<file path="src/rtl/stack_unit.sv">
// stack_unit: operand stack for the multicycle stack processor.
// Answers the controller's push/pop/tos strobes, returns the top entry on a
// registered dout, tracks depth and keeps sticky overflow/underflow flags.
module stack_unit #(
  parameter int DATA_W = 8,
  parameter int ADDR_W = 4
) (
  input  logic              clk,
  input  logic              rst,      // asynchronous, active-low
  input  logic              push,
  input  logic              pop,
  input  logic              tos,
  input  logic [DATA_W-1:0] din,
  input  logic              err_clr,
  output logic [DATA_W-1:0] dout,
  output logic [ADDR_W:0]   count,
  output logic              empty,
  output logic              full,
  output logic              ovf,
  output logic              udf
);

  localparam int DEPTH = 1 << ADDR_W;

  // Storage carries no reset; its contents before the first push are don't-care.
  logic [DATA_W-1:0] mem [DEPTH];

  logic [ADDR_W:0]   sp_reg,   sp_next;
  logic [DATA_W-1:0] dout_reg, dout_next;
  logic              ovf_reg,  ovf_next;
  logic              udf_reg,  udf_next;

  logic              we;
  logic [ADDR_W-1:0] waddr;
  logic [ADDR_W-1:0] top_addr;
  logic [DATA_W-1:0] rd_data;
  logic              ovf_set;
  logic              udf_set;
  logic              is_empty;
  logic              is_full;

  // sp only ever reaches 2**ADDR_W, so its MSB alone marks a full stack.
  // When full the low bits are zero and the decrement wraps to DEPTH-1,
  // which is exactly the top slot.
  assign is_empty = (sp_reg == '0);
  assign is_full  = sp_reg[ADDR_W];
  assign top_addr = sp_reg[ADDR_W-1:0] - 1'b1;
  assign rd_data  = mem[top_addr];

  // Command decode in priority order: push&pop, push, pop, tos.
  always_comb begin
    sp_next   = sp_reg;
    dout_next = dout_reg;
    we        = 1'b0;
    waddr     = sp_reg[ADDR_W-1:0];
    ovf_set   = 1'b0;
    udf_set   = 1'b0;
    if (push && pop) begin
      if (!is_empty) begin
        // Replace the top entry in place; legal even when full.
        we        = 1'b1;
        waddr     = top_addr;
        dout_next = din;
      end else begin
        udf_set = 1'b1;
      end
    end else if (push) begin
      if (!is_full) begin
        we        = 1'b1;
        sp_next   = sp_reg + 1'b1;
        dout_next = din;
      end else begin
        ovf_set = 1'b1;
      end
    end else if (pop) begin
      if (!is_empty) begin
        dout_next = rd_data;
        sp_next   = sp_reg - 1'b1;
      end else begin
        udf_set = 1'b1;
      end
    end else if (tos) begin
      if (!is_empty) begin
        dout_next = rd_data;
      end else begin
        udf_set = 1'b1;
      end
    end
    // A new error event outranks a clear in the same cycle.
    ovf_next = ovf_set ? 1'b1 : (err_clr ? 1'b0 : ovf_reg);
    udf_next = udf_set ? 1'b1 : (err_clr ? 1'b0 : udf_reg);
  end

  // Storage write; gated by reset so a command seen during reset never lands.
  always_ff @(posedge clk) begin
    if (rst && we) begin
      mem[waddr] <= din;
    end
  end

  // Control state register with asynchronous clear.
  always_ff @(posedge clk or negedge rst) begin
    if (!rst) begin
      sp_reg   <= '0;
      dout_reg <= '0;
      ovf_reg  <= 1'b0;
      udf_reg  <= 1'b0;
    end else begin
      sp_reg   <= sp_next;
      dout_reg <= dout_next;
      ovf_reg  <= ovf_next;
      udf_reg  <= udf_next;
    end
  end

  assign dout  = dout_reg;
  assign count = sp_reg;
  assign empty = is_empty;
  assign full  = is_full;
  assign ovf   = ovf_reg;
  assign udf   = udf_reg;

endmodule

</file>
<file path="config.mk">
export PLATFORM = sky130hd
export DESIGN_NAME = stack_unit
export DESIGN_NICKNAME = d
export VERILOG_FILES = /design/src/rtl/stack_unit.sv
export SDC_FILE = /design/constraint.sdc
export NUM_CORES = 1
export LEC_CHECK = 0
export CAP_MARGIN = 20
export CELL_PAD_IN_SITES_DETAIL_PLACEMENT = 1
export CELL_PAD_IN_SITES_GLOBAL_PLACEMENT = 1
export CORE_MARGIN = 2
export CORE_UTILIZATION = 55
export CTS_CLUSTER_SIZE = 14
export DETAILED_ROUTE_END_ITERATION = 12
export PLACE_DENSITY = 0.87
export SETUP_SLACK_MARGIN = 0.3
export SYNTH_ARGS = -nofsm -noshare
export SYNTH_HDL_FRONTEND = slang
export SYNTH_SLANG_ARGS = --single-unit
</file>
<file path="constraint.sdc">
create_clock -name clk -period 5.05 [get_ports clk]
set_clock_uncertainty 0.05 [all_clocks]
set_input_delay 1.01 -clock clk [delete_from_list [all_inputs] [get_ports clk]]
set_output_delay 1.01 -clock clk [all_outputs]
set_load 0.01 [all_outputs]
</file>
-- Word level (Yosys, flattened, before mapping)
Memory sizes are Yosys's and may differ from the RTL's.
Cells that the tools add are included.
- $add $sub $neg: 3
- equal/unequal tests: 4
- mux-type cells: 30
- bitwise gates (word level): 1
- reductions and logical operators: 10
- operators with widths (cell ; count):
    two-way mux 8 bit ; 7
    two-way mux 5 bit ; 4
    two-way mux 1 bit ; 17
    two-way mux 4 bit ; 2
    != test 2 bit, second input constant ; 3
    AND reduction 3 bit ; 2
    nonzero test 2 bit ; 3
    adder 5 x 1 -> 5 bit, second input constant ; 1
    zero test 5 bit ; 1
    subtractor 5 x 1 -> 5 bit, second input constant ; 1
    AND reduction 4 bit ; 1
    nonzero test 4 bit ; 1
    subtractor 4 x 1 -> 4 bit, second input constant ; 1
    != test 3 x 2 -> 1 bit, second input constant ; 1
    logical AND 1 bit ; 2
    NOT 1 bit ; 1
- register bits: 15
- RAM bits: 128
- input bits: 14
- output and inout port bits: 17
- word-level logic and storage cells: 54
- memories kept: 1
- memory list (name ; depth ; width ; rd ports ; clocked after Yosys merged registers in ; write ports ; line ; source):
    mem ; 16 ; 8 ; 1 ; 0 ; 1 ; 26 ; logic [DATA_W-1:0] mem [DEPTH];

-- Depth between registers and ports, before layout
Gate-level depths: netlist (run 1).
- depth in word-level cells: 7
- depth in mapped cells: 11
- gate-level depth less buffers: 7

-- Worst setup path after synthesis (run 1)
Ideal clock, no wire load.
- path type: register to register
- from: register sp_reg[0], in the netlist count[0]
- to: memory mem[8][0], enable pin
- library setup time: 375 ps
- data arrival time: 2642 ps
- required time: 4625 ps
- path slack: 1982 ps
- stages on the path, launching flop included: 11
- path buffers: 5
- cells stage by stage: dfrtp_1 > buf_6 > buf_6 > buf_2 > inv_1 > ha_1 > buf_2 > buf_1 > and4_1 > o21ai_0 > a21oi_1
- longest elaborated chain between the ends: 6
- elaborated cells on any way between the ends: 9
- ends and longest elaborated chain (what ; line ; source):
    start: declaration ; 28 ; logic [ADDR_W:0] sp_reg, sp_next;
    start signal: assignment ; 109 ; sp_reg <= sp_next;
    zero test 5 bit ; 45 ; assign is_empty = (sp_reg == '0);
    two-way mux 1 bit ; 59 ; if (!is_empty) begin
    two-way mux 1 bit ; 58 ; if (push && pop) begin
    logical AND 1 bit ; 96 ; if (rst && we) begin
    two-way mux 1 bit ; 96 ;
    two-way mux 1 bit (implied by the code) ; 97 ; mem[waddr] <= din;
    end: declaration ; 26 ;
Several ways; a longest one is shown, not always the timed one.

-- Final worst setup path (run 1)
- from: register sp_reg[1], in the netlist count[1]
- to: output port empty
- longest elaborated chain between the ends: 1
- ends and longest elaborated chain (what ; line ; source):
    zero test 5 bit ; 45 ;
    end: declaration ; 17 ; output logic empty,
No other way between the ends.

==> results of run 1 <==
[per-layer routing]
layer  vias to the layer above  track usage
li1                       1542            -
met1                      1922        0.398
met2                       208        0.432
met3                        32       0.0646
met4                         0        0.106
met5                         -            0
[cells by family after synthesis]
logic type,share of synthesized area
AND/OR/NAND/NOR,0.0681
multiplexers,0.121
XOR/XNOR,0.00573
buffers and inverters,0.0254
adder cells (fa/ha/maj),0.00614
flip-flops,0.690
AO/OA/AOI/OAI,0.0839
[cells in the mapped netlist (all sizes together), types with 2 or more instances]
cell | number | area share
a211oi | 9 | 0.011
a21oi | 10 | 0.0082
a22oi | 8 | 0.0098
a32oi | 2 | 0.0041
a41oi | 2 | 0.0029
and2 | 10 | 0.010
and4 | 2 | 0.0029
buf | 14 | 0.014
clkbuf | 10 | 0.0061
dfrtp | 15 | 0.061
edfxtp | 128 | 0.63
ha | 3 | 0.0061
inv | 9 | 0.0055
mux4 | 32 | 0.12
nand2 | 2 | 0.0012
nand2b | 2 | 0.0020
nand3 | 10 | 0.0082
nor2 | 28 | 0.017
nor2b | 3 | 0.0031
nor3 | 6 | 0.0049
nor4 | 4 | 0.0051
o211ai | 8 | 0.0098
o21a | 2 | 0.0025
o21ai | 9 | 0.0074
o22ai | 3 | 0.0031
o311ai | 8 | 0.011
or4 | 2 | 0.0031
xnor2 | 2 | 0.0029
xor2 | 2 | 0.0029
[metrics by stage]
step	setup WS (ns)	total power, mW	utilization	cell area [sq um]
4_1_cts	1.14	3.94	0.645	6990
2_1_floorplan	1.98	2.42	-	6120
3_5_place_dp	1.06	2.88	0.600	6500
3_3_place_gp	1.28	2.82	0.600	6500
6_report	1.07	3.97	0.647	7010
5_1_grt	0.998	4.14	0.647	7010
[worst min-delay path by stage]
stage / to / slack [ns] / depth (start not counted)
floorplan: dout[0] / 0.50 / 2
global placement: dout[0] / 0.45 / 2
detailed placement: dout[0] / 0.46 / 2
CTS: dout[0] / 0.47 / 2
global route: ovf / 0.51 / 2
finish: dout[0] / 0.46 / 2
[layout make-up]
cell class	instances	area, sq um	share of cell area
sequential	143	4220	0.602
timing repair buffer	35	345	0.0493
clock inverter	14	78.8	0.0112
tap	140	175	0.0250
inverter	9	33.8	0.00482
multi-input combinational	186	1740	0.248
clock buffer	17	414	0.0591
[worst min-delay path: stages, from the launching register on]
cell	delay [ns]
sky130_fd_sc_hd__dfrtp_1	0.34
sky130_fd_sc_hd__nand3_1	0.07
sky130_fd_sc_hd__o311ai_1	0.07
[power breakdown]
part	internal (mW)	switching, mW	leakage [nW]
Sequential	1.37	0.101	1.33
Combinational	0.637	0.811	0.684
Clock	0.587	0.465	0.237
Total	2.60	1.38	2.25
==> results.toml, run 1 <==
[final_layout]
layout-drive-gt1-share = 0.163
final-instance-count-excl-fill = 544
nets = 409
layout.cells.most_common_list = "128 x sky130_fd_sc_hd__edfxtp_1, 30 x sky130_fd_sc_hd__clkdlybuf4s50_1, 28 x sky130_fd_sc_hd__nor2_1"
final_common_cell = "sky130_fd_sc_hd__edfxtp_1"
antennaDiodeCount = 0
syn2layout_area_growth_pct = 14.6
nFillCells = 950
largest_register_ffs = 128

[worst_setup_path]
delay_of_the_slowest_critical_path_stage_ns = 0.59
required_ns = 3.99
crit_fanout = 13
path_depth = 5
crit_path_kind = "reg -> out"
worst_setup_path_startpoint = "count[1]"
crit_buf_inv = 3
cell_chain_of_the_critical_path = "inv_1, ha_1, or4b_4, inv_2, clkdlybuf4s50_1"
critical_path.endpoint_type = "output port"
capturing_instance_or_port_of_the_critical_path = "empty"
timing.reg2reg.worst_path_depth = 6
crit_family = "buffers and inverters"
worstPathArrival_ns = 2.92
end_of_the_worst_register_to_register_path = "mem[9][2]"
ff2ff_setup_slack_ns = 1.49
r2r-start = "count[1]"
timing.critical_path.slowest_stage_cell = "sky130_fd_sc_hd__clkdlybuf4s50_1"
worst_setup_sp_type = "flop"

[clock_tree]
cts_post_setup_buffers_inserted = 0
cts_tree = "yes"
numClockSinks = 143
cts-root-buf = "sky130_fd_sc_hd__clkbuf_8"
htree_num_levels = 4
tritoncts.num_buffers = 17
ctsLongestPathBuffers = 2
clkLatencyLatePin_ns = 0.52
clkTransAtPathRegs_ns = 0.06
postCtsResizedCells = 0
cts_hold_repair.buffers = 0

[die]
initial_utilization = 0.564
die-height_microns = 109
design.core.area_sq_mm = 0.0108
die-area_sq_mm = 0.0120
placement_rows = 38
floorplan.die.width_microns = 109
io_pins = 31

[sta]
layout_worst_path_cycle_share = 0.789
max_slew.worst_pin.slew_ns = 0.929
setup_violations = 0
fin_worst_hold_slack_ns = 0.463
achievable-frequency_ghz = 0.251
setup_total_negative_slack_ns = 0
timing.slew.headroom = 0.376
final-max-slew-violation-count = 0
final-hold-violation-count = 0
timing.final.crit_period_ns = 3.98
grt_setup_unrepaired = "false"

[place]
placed_cells_incl_taps = 512
place.detailed.hpwl_microns = 9850
gp_congestion = 0.843
io_buffer_count = 30

[detailed_routing]
detail-route-antenna-nets = 0
route.final.wire_length_microns = 15600
remaining_drc_errors = 0
highest_layer = "met4"
wl_met1_microns = 6310
wl_met2_microns = 7510
detailedRoute.firstIterationViolations = 464
num_vias = 3704
viasPerCell = 6.81
wire_per_inst_microns = 28.7
wl_met3_microns = 1330
drt-pass1-iter-count = 5

[logic_synthesis]
syn_avg_cell_area_sq_um = 16.9
synth.yosys.warnings = 0
syn-cell-area_sq_mm = 0.00612
synth.net_count = 379
synthArstFlopShare = 0.105
number_of_synthesized_flops_with_an_enable_pin = 128
sequential_cell_area_fraction_in_the_yosys_report = 0.690
ys_dominant_reg_cell = "sky130_fd_sc_hd__edfxtp_1"
syn-instance-count = 362
synth.lib_cells_used.distinct = 55
ffs_latches_synth = 143

[grt]
globalRoute.totalOverflow = 0
vias_in_the_first_global_route = 3662
grt_pass1_wl_microns = 23300
groute.usage.overall = 0.282
grt_start_max_net_pins = 47
antenna_violations_before_repair = 0

[power_and_ir_drop]
power.density_cell_area_mw_per_mm2 = 567
leakage_nw = 2.25
vdd.ir_drop.worst_uv = 479

[hold_path]
hold_class = "reg -> reg"
timing.hold.worst.start = "dout[0]"

[run_status]
outcome = "complete, no violations"

[run]
maxCapViolCount = 0
Power figures use the tool's default switching activity.
==> run 2, diff against run 1 <==
CORE_UTILIZATION = 46   (was 55)
PLACE_DENSITY = 0.78   (was 0.87)
clock period = 3.4 ns   (was 5.05 ns; I/O delays follow)
==> run 2 against run 1 <==
- worst hold slack better by 0.017 ns
- combinational power up 57%
- die area up 19%
- clock power up 50%
- power up 51%
- core utilization down 9.6 points
- critical path depth unchanged
- routed wire length up 4.8%
- flip-flop and latch count unchanged
- critical path type is now reg -> reg
- critical endpoint is now mem[7][3]
- largest cell class unchanged
- largest power group is now combinational cells
==> results.toml, run 2 (synthesized netlist as in run 1, its figures left out) <==
[grt]
globalRoute.totalOverflow = 0
vias_in_the_first_global_route = 3913
grt_pass1_wl_microns = 24800
groute.usage.overall = 0.245
antenna_violations_before_repair = 0
grt_start_max_net_pins = 33

[detailed_routing]
detail-route-antenna-nets = 0
highest_layer = "met4"
route.final.wire_length_microns = 16400
viasPerCell = 6.23
wl_met3_microns = 1100
detailedRoute.firstIterationViolations = 370
wl_met2_microns = 8050
drt-pass1-iter-count = 5
wire_per_inst_microns = 27.1
remaining_drc_errors = 0
num_vias = 3757
wl_met1_microns = 6650

[die]
io_pins = 31
initial_utilization = 0.466
design.core.area_sq_mm = 0.0131
die-area_sq_mm = 0.0142
floorplan.die.width_microns = 119
die-height_microns = 119
placement_rows = 42

[power_and_ir_drop]
internal_pwr_total_mw = 3.95
combPwrFrac = 0.380
sw_frac_of_total = 0.340
power.share.clock = 0.264
leakage_nw = 2.38
netSwitchingPower_mw = 2.04
power.density_cell_area_mw_per_mm2 = 827
vdd.ir_drop.worst_uv = 381
seq_power_share = 0.356

[final_layout]
antennaDiodeCount = 0
final_area_sq_mm = 0.00724
nFillCells = 1234
layout.cells.most_common_list = "128 x sky130_fd_sc_hd__edfxtp_1, 29 x sky130_fd_sc_hd__clkdlybuf4s50_1, 28 x sky130_fd_sc_hd__buf_4"
layout-drive-gt1-share = 0.215
largest_register_ffs = 128
final_common_cell = "sky130_fd_sc_hd__edfxtp_1"
final-instance-count-excl-fill = 603
finalCoreUtilization = 0.551
nets = 432
syn2layout_area_growth_pct = 18.3

[clock_tree]
cts-root-buf = "sky130_fd_sc_hd__clkbuf_16"
cts_hold_repair.buffers = 0
clkTransAtPathRegs_ns = 0.06
numClockSinks = 143
ctsLongestPathBuffers = 2
clkLatencyLatePin_ns = 0.43
cts_tree = "yes"
htree_num_levels = 4
tritoncts.num_buffers = 17

[sta]
timing.slew.headroom = 0.440
layout_worst_path_cycle_share = 0.874
achievable-frequency_ghz = 0.336
setup_violations = 0
grt_setup_unrepaired = "true"
final-hold-violation-count = 0
max_slew.worst_pin.slew_ns = 0.837
timing.final.crit_period_ns = 2.97
final-max-slew-violation-count = 0

[worst_setup_path]
crit_fanout = 13
critical_path.endpoint_type = "flop"
worst_setup_sp_type = "flop"
worstPathArrival_ns = 2.97
crit_path_kind = "reg -> reg"
required_ns = 3.40

[place]
place.detailed.hpwl_microns = 10800
placed_cells_incl_taps = 569
placedInstanceArea_sq_mm = 0.00670
io_buffer_count = 30
gp_congestion = 0.809

[run]
maxCapViolCount = 0

[hold_path]
hold_class = "reg -> reg"

[run_status]
outcome = "complete, no violations"
-- run 2: per-layer routing --
metal | vias to the layer above | track usage
met3 | 34 | 0.0536
met5 | - | 0
li1 | 1594 | -
met2 | 200 | 0.392
met4 | 0 | 0.115
met1 | 1929 | 0.323
-- run 2: power groups by stage --
stage / clock [mW] / sequential, mW / combinational, mW
finish: 1.58 / 2.13 / 2.27
global route: 1.66 / 2.15 / 2.41
floorplan: 0 / 2.16 / 1.43
global placement: 0 / 2.16 / 2.11
CTS: 1.60 / 2.13 / 2.25
detailed placement: 0 / 2.17 / 2.20
-- run 2: worst paths after layout --
kind	endpoint	startpoint	slack, ns	depth (start not counted)
max reg2reg	mem[7][3]	count[2]	0.43	5
min reg2reg	dout[1]	dout[1]	0.48	2
min in group asynchronous	count[4]	rst	0.59	2
max	mem[7][3]	count[2]	0.43	5
min	dout[1]	dout[1]	0.48	2
max in group asynchronous	count[0]	rst	2.51	2
-- run 2: area by class of cell --
| type | count | area (sq um) | area share |
|---|---|---|---|
| inverter | 9 | 43.8 | 0.00605 |
| sequential | 143 | 4220 | 0.583 |
| timing repair buffer | 58 | 513 | 0.0709 |
| clock buffer | 21 | 440 | 0.0609 |
| clock inverter | 10 | 48.8 | 0.00674 |
| tap | 176 | 220 | 0.0304 |
| multi-input combinational | 186 | 1750 | 0.242 |
-- run 2: repair_timing --
item | 4_1_cts | 5_1_grt
cloned | 0 | 0
resized for setup | 7 | 3
buffers inserted | 1 | 2
endpoints found under the setup margin | 17 | 9
-- run 2: per-stage QoR --
stage                     setup TNS, ns  power (mW)  setup WS (ns)  hold WS [ns]
after global placement                0        4.27          0.392         0.471
after floorplan                       0        3.59          0.332         0.334
after CTS                             0        5.98          0.258         0.481
after global routing                  0        6.22          0.286         0.507
final                                 0        5.98          0.427         0.480
after detailed placement         -0.462        4.37        -0.0580         0.468
-- run 2: worst max-delay path, stage by stage, from the launching register on --
cell	delay [ns]
sky130_fd_sc_hd__dfrtp_1	0.45
sky130_fd_sc_hd__buf_4	0.22
sky130_fd_sc_hd__o31ai_1	0.57
sky130_fd_sc_hd__and2_1	0.45
sky130_fd_sc_hd__a32oi_1	0.21
sky130_fd_sc_hd__nor2_1	0.64
